[src/rtl/shot_detector.sv]
// Light-gun shot evaluator: on a trigger pull, sequences a black frame then a target frame and judges hit/miss.
// Optional trigger debounce is built in when TRIGGER_DEBOUNCE_EN is defined.
module shot_detector #(
  parameter int MIN_DETECT      = 16,
  parameter int CNT_W           = 12,
  parameter int COOLDOWN_FRAMES = 30,
  parameter int DEBOUNCE_CYCLES = 250000
) (
  input  logic       clk,
  input  logic       reset,
  input  logic       trigger,
  input  logic       detect,
  input  logic       frame_start,
  input  logic       valid,
  output logic       blank_screen,
  output logic       show_target,
  output logic       hit,
  output logic       miss,
  output logic       busy,
  output logic [7:0] hit_count
);

  localparam logic [2:0] S_IDLE     = 3'd0;
  localparam logic [2:0] S_ARM      = 3'd1;
  localparam logic [2:0] S_BLACK    = 3'd2;
  localparam logic [2:0] S_WHITE    = 3'd3;
  localparam logic [2:0] S_EVAL     = 3'd4;
  localparam logic [2:0] S_COOLDOWN = 3'd5;

  localparam int              FC_W    = $clog2(COOLDOWN_FRAMES + 2);
  localparam logic [FC_W-1:0] FC_LAST = FC_W'(COOLDOWN_FRAMES);
  localparam logic [CNT_W-1:0] CNT_MAX = '1;
  localparam logic [CNT_W-1:0] MIN_DET = CNT_W'(MIN_DETECT);

  logic [1:0]       trig_sync_reg;
  logic [1:0]       det_sync_reg;
  logic             trig_s;
  logic             detect_s;
  logic             trig_level;
  logic             trig_prev_reg;
  logic             trig_edge_reg;
  logic [2:0]       state_reg;
  logic [2:0]       state_next;
  logic             black_light_reg;
  logic [CNT_W-1:0] det_cnt_reg;
  logic [FC_W-1:0]  frame_cnt_reg;
  logic [FC_W-1:0]  frame_cnt_inc;
  logic             blank_reg;
  logic             show_reg;
  logic             hit_reg;
  logic             miss_reg;
  logic             busy_reg;
  logic [7:0]       hit_count_reg;

  always_ff @(posedge clk) begin
    if (!reset) begin
      trig_sync_reg <= '0;
      det_sync_reg  <= '0;
    end else begin
      trig_sync_reg <= {trig_sync_reg[0], trigger};
      det_sync_reg  <= {det_sync_reg[0], detect};
    end
  end

  assign trig_s   = trig_sync_reg[1];
  assign detect_s = det_sync_reg[1];

`ifdef TRIGGER_DEBOUNCE_EN
  localparam int            DB_W    = $clog2(DEBOUNCE_CYCLES + 1);
  localparam logic [DB_W-1:0] DB_LAST = DB_W'(DEBOUNCE_CYCLES - 1);

  logic [DB_W-1:0] db_cnt_reg;
  logic            trig_db_reg;

  // Any low sample restarts the qualification window.
  always_ff @(posedge clk) begin
    if (!reset) begin
      db_cnt_reg  <= '0;
      trig_db_reg <= 1'b0;
    end else if (!trig_s) begin
      db_cnt_reg  <= '0;
      trig_db_reg <= 1'b0;
    end else if (db_cnt_reg == DB_LAST) begin
      trig_db_reg <= 1'b1;
    end else begin
      db_cnt_reg <= db_cnt_reg + 1'b1;
    end
  end

  assign trig_level = trig_db_reg;
`else
  assign trig_level = trig_s;
`endif

  always_ff @(posedge clk) begin
    if (!reset) begin
      trig_prev_reg <= 1'b0;
      trig_edge_reg <= 1'b0;
    end else begin
      trig_prev_reg <= trig_level;
      trig_edge_reg <= trig_level & ~trig_prev_reg;
    end
  end

  assign frame_cnt_inc = frame_cnt_reg + 1'b1;

  always_comb begin
    state_next = state_reg;
    case (state_reg)
      S_IDLE:     if (trig_edge_reg) state_next = S_ARM;
      S_ARM:      if (frame_start) state_next = S_BLACK;
      S_BLACK:    if (frame_start) state_next = S_WHITE;
      S_WHITE:    if (frame_start) state_next = S_EVAL;
      S_EVAL:     state_next = S_COOLDOWN;
      S_COOLDOWN: begin
        if (COOLDOWN_FRAMES == 0) state_next = S_IDLE;
        else if (frame_start && frame_cnt_inc == FC_LAST) state_next = S_IDLE;
      end
      default:    state_next = S_IDLE;
    endcase
  end

  // Display requests follow the next state so their edges land on the frame_start cycle + 1.
  always_ff @(posedge clk) begin
    if (!reset) begin
      state_reg       <= S_IDLE;
      black_light_reg <= 1'b0;
      det_cnt_reg     <= '0;
      frame_cnt_reg   <= '0;
      blank_reg       <= 1'b0;
      show_reg        <= 1'b0;
      hit_reg         <= 1'b0;
      miss_reg        <= 1'b0;
      busy_reg        <= 1'b0;
      hit_count_reg   <= '0;
    end else begin
      state_reg <= state_next;
      blank_reg <= (state_next == S_BLACK) || (state_next == S_WHITE);
      show_reg  <= (state_next == S_WHITE);
      busy_reg  <= (state_next != S_IDLE);
      hit_reg   <= 1'b0;
      miss_reg  <= 1'b0;
      case (state_reg)
        S_ARM: begin
          black_light_reg <= 1'b0;
          det_cnt_reg     <= '0;
        end
        S_BLACK: begin
          if (valid && detect_s) black_light_reg <= 1'b1;
        end
        S_WHITE: begin
          if (valid && detect_s && det_cnt_reg != CNT_MAX) det_cnt_reg <= det_cnt_reg + 1'b1;
        end
        S_EVAL: begin
          frame_cnt_reg <= '0;
          if (!black_light_reg && det_cnt_reg >= MIN_DET) begin
            hit_reg <= 1'b1;
            if (hit_count_reg != 8'hFF) hit_count_reg <= hit_count_reg + 1'b1;
          end else begin
            miss_reg <= 1'b1;
          end
        end
        S_COOLDOWN: begin
          if (frame_start) frame_cnt_reg <= frame_cnt_inc;
        end
        default: ;
      endcase
    end
  end

  assign blank_screen = blank_reg;
  assign show_target  = show_reg;
  assign hit          = hit_reg;
  assign miss         = miss_reg;
  assign busy         = busy_reg;
  assign hit_count    = hit_count_reg;

endmodule

[config.mk]
export PLATFORM = sky130hd
export DESIGN_NAME = shot_detector
export DESIGN_NICKNAME = d
export VERILOG_FILES = /design/src/rtl/shot_detector.sv
export SDC_FILE = /design/constraint.sdc
export NUM_CORES = 1
export LEC_CHECK = 0
export BUFFER_PORTS_ARGS = -buffer_cell sky130_fd_sc_hd__buf_2
export CORE_ASPECT_RATIO = 1.4
export CORE_MARGIN = 10
export CORE_UTILIZATION = 46
export CTS_CLUSTER_SIZE = 16
export DETAILED_ROUTE_END_ITERATION = 16
export MAX_ROUTING_LAYER = met4
export PLACE_DENSITY = 0.75
export SLEW_MARGIN = 20
export SYNTH_ARGS = -nofsm -noshare
export SYNTH_HDL_FRONTEND = slang
export SYNTH_SLANG_ARGS = --single-unit
[constraint.sdc]
create_clock -name clk -period 2.1 [get_ports clk]
set_input_delay 0.105 -clock clk [delete_from_list [all_inputs] [get_ports clk]]
set_output_delay 0.105 -clock clk [all_outputs]
set_load 0.005 [all_outputs]
* Word-level counts from Yosys, hierarchy flattened
Index checks and enable logic that the tools add are counted.
Cells by class: magnitude comparators 1, mux-type cells 14, reductions and logical operators 16, equality and inequality tests 13, bitwise gates (word level) 2, $add $sub $neg 3
Operators by type and width (number):
- 12-bit case mux with 2 select lines | 1
- 3-bit case mux with 6 select lines | 1
- 3-bit 2-to-1 mux | 5
- 12-bit by 1-bit adder with 12-bit output (second input constant) | 1
- 3-bit by 2-bit == test with 1-bit output (second input constant) | 4
- 12-bit by 5-bit greater-or-equal comparator with 1-bit output (second input constant) | 1
- 12-bit 2-to-1 mux | 1
- 12-bit != test (second input constant) | 1
- 5-bit case mux with 2 select lines | 1
- 8-bit by 1-bit adder with 8-bit output (second input constant) | 1
- 8-bit != test (second input constant) | 1
- 2-bit AND reduction | 4
- 3-bit == test (second input constant) | 2
- 2-bit != test (second input constant) | 3
- 2-bit nonzero test | 3
- 5-bit by 1-bit adder with 5-bit output (second input constant) | 1
- 5-bit == test (second input constant) | 1
- 5-bit 2-to-1 mux | 1
- 1-bit logical AND | 4
- 3-bit by 1-bit == test with 1-bit output (second input constant) | 1
- 3-bit zero test | 1
- 1-bit 2-to-1 mux | 3
- 3-bit AND reduction | 1
- 3-bit nonzero test | 1
- other kinds (5) | 5
Word-level totals: bits of input ports 6, flip-flop bits (word level) 40, output and inout bits 13, word-level logic and storage cells 63

* Longest topological paths before layout
depth after elaboration 7, gate-level depth with buffers 6, gate-level depth less buffers 5

* Worst setup path after synthesis
Ideal clock, no wire load.
path type flip-flop to flip-flop, start reg state_reg[0], end reg det_cnt_reg[9], arrival time 1.588 ns, data required time 1.977 ns, setup slack 0.388 ns, period minus slack after synthesis 1.712 ns, cell stages (with the launch flop) 6, setup time 0.123 ns, cells stage by stage dfxtp_1 > or3b_1 > clkbuf_1 > a211o_1 > nor3_2 > mux2_1
On the way: word-level cells in the longest chain between the ends 3, elaborated cells between the ends (all ways) 6, those cells by class eq/ne (3); mux (1); reduce/logical (2)
RTL lines:
- start: declaration | line 42 | logic [2:0] state_reg;
- start signal: assignment | line 137 | state_reg <= state_next;
- 3-bit by 2-bit == test with 1-bit output or 3-bit by 1-bit == test with 1-bit output (tied branches) | line 143 | case (state_reg)
- 2-bit != test (no line) or 2-bit nonzero test (tied branches)
- 2-bit AND reduction (no line)
- end signal: assignment | line 152 | if (valid && detect_s && det_cnt_reg != CNT_MAX) det_cnt_reg <= det_cnt_reg + 1'b1;
- end: declaration | line 45 | logic [CNT_W-1:0] det_cnt_reg;
Several ways; a longest one is shown, not always the timed one. A chain may end at the register's enable or synchronous reset.

* Worst setup path in the final report
Ends and elaborated chain as after synthesis.

==> results.py <==
metrics = {
    "run_status": {
        "status": "finished clean",
    },
    "logic_synthesis": {
        "synth_xor_area_share_pct": 0.907,
        "ys_ff_latch": 40,
        "synth_area_sq_mm": 0.00193,
        "syn-instance-count": 221,
        "yosysSeqAreaShare_pct": 41.5,
        "synthAdderAreaFrac_pct": 3.24,
        "avgSynthCellArea_sq_um": 8.74,
        "synth_top_family_by_area": "simple AND/OR/NAND/NOR gates",
        "synth_mux_area_share_pct": 2.85,
        "synthSimpleGateAreaFrac_pct": 28.5,
        "synth_cell_types": 53,
        "synth-edff-count": 0,
        "async_reset_ff_share_pct": 0,
        "synth_compound_area_share_pct": 19.0,
        "yosysWarnings": 0,
        "syn-num-nets": 232,
        "synthFlopType": "dfxtp_1",
    },
    "pwr": {
        "peakVddDrop_uv": 585,
        "switching_share_pct": 21.7,
        "pwr-share-seq_pct": 59.8,
        "combPwrFrac_pct": 3.7,
        "p_switching_uw": 279,
        "p_per_area_mw_per_mm2": 600,
        "total_power_mw": 1.29,
        "pwr-share-clk_pct": 36.5,
        "p_int_mw": 1.01,
        "p_leak_nw": 0.765,
    },
    "clock_network": {
        "cts-root-buf": "clkbuf_8",
        "clk_latency_ns": 0.28,
        "cts_buffer_depth": 2,
        "cts_buffers": 5,
        "cts_tree": "built",
        "clock_sinks": 40,
        "post_cts_buffers": 0,
        "cts_resized": 0,
        "holdBufCountCts": 0,
        "htreeDepth": 2,
        "clkTransAtPathRegs_ns": 0.07,
    },
    "grt": {
        "grt_pass1_wl_um": 6910,
        "grt-ovfl-total": 0,
        "antenna_found_initial": 0,
        "grt.total_usage_pct": 11.9,
        "grt_max_degree": 16,
        "grt_pass1_vias": 1554,
    },
    "timing": {
        "tns_ns": 0,
        "final-setup-viol-count": 0,
        "setup_slack_ns": 0.232,
        "worst-slew-pin-transition_ns": 0.493,
        "timing.final.crit_period_ns": 1.87,
        "slew_headroom_pct": 67.1,
        "clock_skew_ns": 0.00667,
        "rsz0062_at_grt": "no",
        "slew_violations": 0,
        "finalCritPeriodShare_pct": 89.0,
        "hold_violations": 0,
        "timing.hold.ws_ns": 0.0253,
        "fmax_ghz": 0.535,
    },
    "setup_path": {
        "crit_path_end_kind": "flip-flop",
        "slowest_delay_ns": 0.45,
        "worstPathMaxFanout": 7,
        "path_class": "flip-flop to flip-flop",
        "start_kind": "flip-flop",
        "slowest_stage": "or3b_1",
        "path_cells": "or3b_1 -> a211o_1 -> nor3_2 -> mux2_1",
        "crit_required_ns": 2.27,
        "worstPathArrival_ns": 2.03,
    },
    "place": {
        "placed_area_sq_mm": 0.00207,
        "place_ws_ns": 0.251,
        "dp_cells": 277,
        "gp_congestion": 0.899,
        "port_buffers": 18,
        "dp_hpwl_um": 3040,
    },
    "cells_and_area": {
        "largest_reg_flops": 12,
        "area_growth_pct": 11.1,
        "drive_gt1_share_pct": 14.9,
        "instances_no_fill": 284,
        "final_util_pct": 53.8,
        "nets": 252,
        "insertedDiodeCount": 0,
        "final_area_sq_mm": 0.00215,
        "n_fill_cell": 391,
    },
    "detailed_routing": {
        "dr.pass1.iters": 4,
        "wl_per_cell_um": 14.3,
        "drt_iter0_drc": 54,
        "viasPerCell": 5.88,
        "finalWirelength_um": 4050,
        "vias": 1671,
        "route.detailed.drc": 0,
        "ant_nets": 0,
    },
    "run": {
        "drv_cap": 0,
    },
    "floorplanning": {
        "die_area_sq_mm": 0.00723,
        "core_sq_mm": 0.00399,
        "die_y_um": 96.7,
        "rows": 27,
        "die_x_um": 74.8,
        "ios": 19,
        "initial_core_util_pct": 48.5,
    },
    "hold_path": {
        "hold_class": "input port to flip-flop",
    },
}
routing by layer:
layer | vias up | routed length [um] | global-route usage [%]
met2 | 42 | 2060 | 19.5
met4 | 0 | 33 | 4.22
met3 | 6 | 147 | 3.16
li1 | 861 | - | -
met1 | 762 | 1810 | 13.5
met5 | - | 0 | -
layout by cell type (no fill, tap or decap), types with 8 or more instances in the layout:
master / netlist / final
or4_1: 9 / 9
buf_2: 3 / 18
dfxtp_1: 40 / 40
nand3_1: 10 / 10
nor2_1: 8 / 8
a21oi_1: 23 / 23
nand2_1: 13 / 13
o21ai_0: 11 / 11
worst max-delay path, delay by kind of cell, from the launching register on:
kind / cells / cell delay [ns]
and+or+nand+nor: 2 / 0.63
muxes: 1 / 0.33
AOI/OAI and AO/OA: 1 / 0.35
DFF: 1 / 0.44
cell families (layout without fill, tap and decap cells):
kind of cell             after synthesis  in the layout
AND/OR/NAND/NOR                       91             91
AO/OA/AOI/OAI                         59             59
flip-flops                            40             40
buffers and inverters                 19             39
adder cells (fa/ha/maj)                5              5
multiplexers                           5              5
XOR/XNOR                               2              2
power by group through the flow:
stage / combinational [mW] / clock [mW] / sequential [mW]
detailed placement: 0.0477 / 0 / 0.787
finish: 0.0476 / 0.470 / 0.770
CTS: 0.0480 / 0.491 / 0.769
floorplan: 0.0308 / 0 / 0.785
global route: 0.0531 / 0.513 / 0.770
global placement: 0.0469 / 0 / 0.787
cells in the mapped netlist, types with 2 or more instances:
library cell / n / area (sq um)
and3_1: 3 / 18.8
clkbuf_1: 6 / 22.5
nor2_1: 8 / 30.0
o21ai_0: 11 / 55.1
or3b_1: 2 / 17.5
nor3b_1: 2 / 15.0
nand2_1: 13 / 48.8
a21oi_1: 23 / 115
o21a_1: 2 / 15.0
ha_1: 5 / 62.6
a211oi_1: 4 / 30.0
dfxtp_1: 40 / 801
nor4_1: 2 / 12.5
o2111ai_1: 2 / 17.5
buf_2: 3 / 15.0
inv_1: 7 / 26.3
and4_1: 3 / 26.3
o22a_1: 2 / 17.5
nand3_1: 10 / 50.1
and2_1: 5 / 31.3
o31ai_1: 7 / 52.6
nand4_1: 3 / 18.8
or4_1: 9 / 67.6
or3_1: 6 / 37.5
nor2b_1: 5 / 31.3
nor3_1: 7 / 35.0
mux2_1: 3 / 33.8
nand2b_1: 3 / 18.8
worst paths after layout:
check / start / end / slack (ns) / depth (start not counted)
setup / recovery: state_reg[0] / det_cnt_reg[9] / 0.23 / 4
setup reg to reg: state_reg[0] / det_cnt_reg[9] / 0.23 / 4
hold / removal: detect / det_sync_reg[0] / 0.03 / 2
hold reg to reg: trig_prev_reg / trig_edge_reg / 0.38 / 1
area by class of cell:
cell class	count	area, sq um	share of cell area [%]
clock buffers	6	72.6	3.38
clock inverters	1	5.00	0.233
inverters	9	33.8	1.57
multi-input cells	162	1050	49.0
flip-flops and latches	40	801	37.3
well taps	43	53.8	2.51
repair buffers	23	128	5.95
Power figures use the tool's default switching activity.
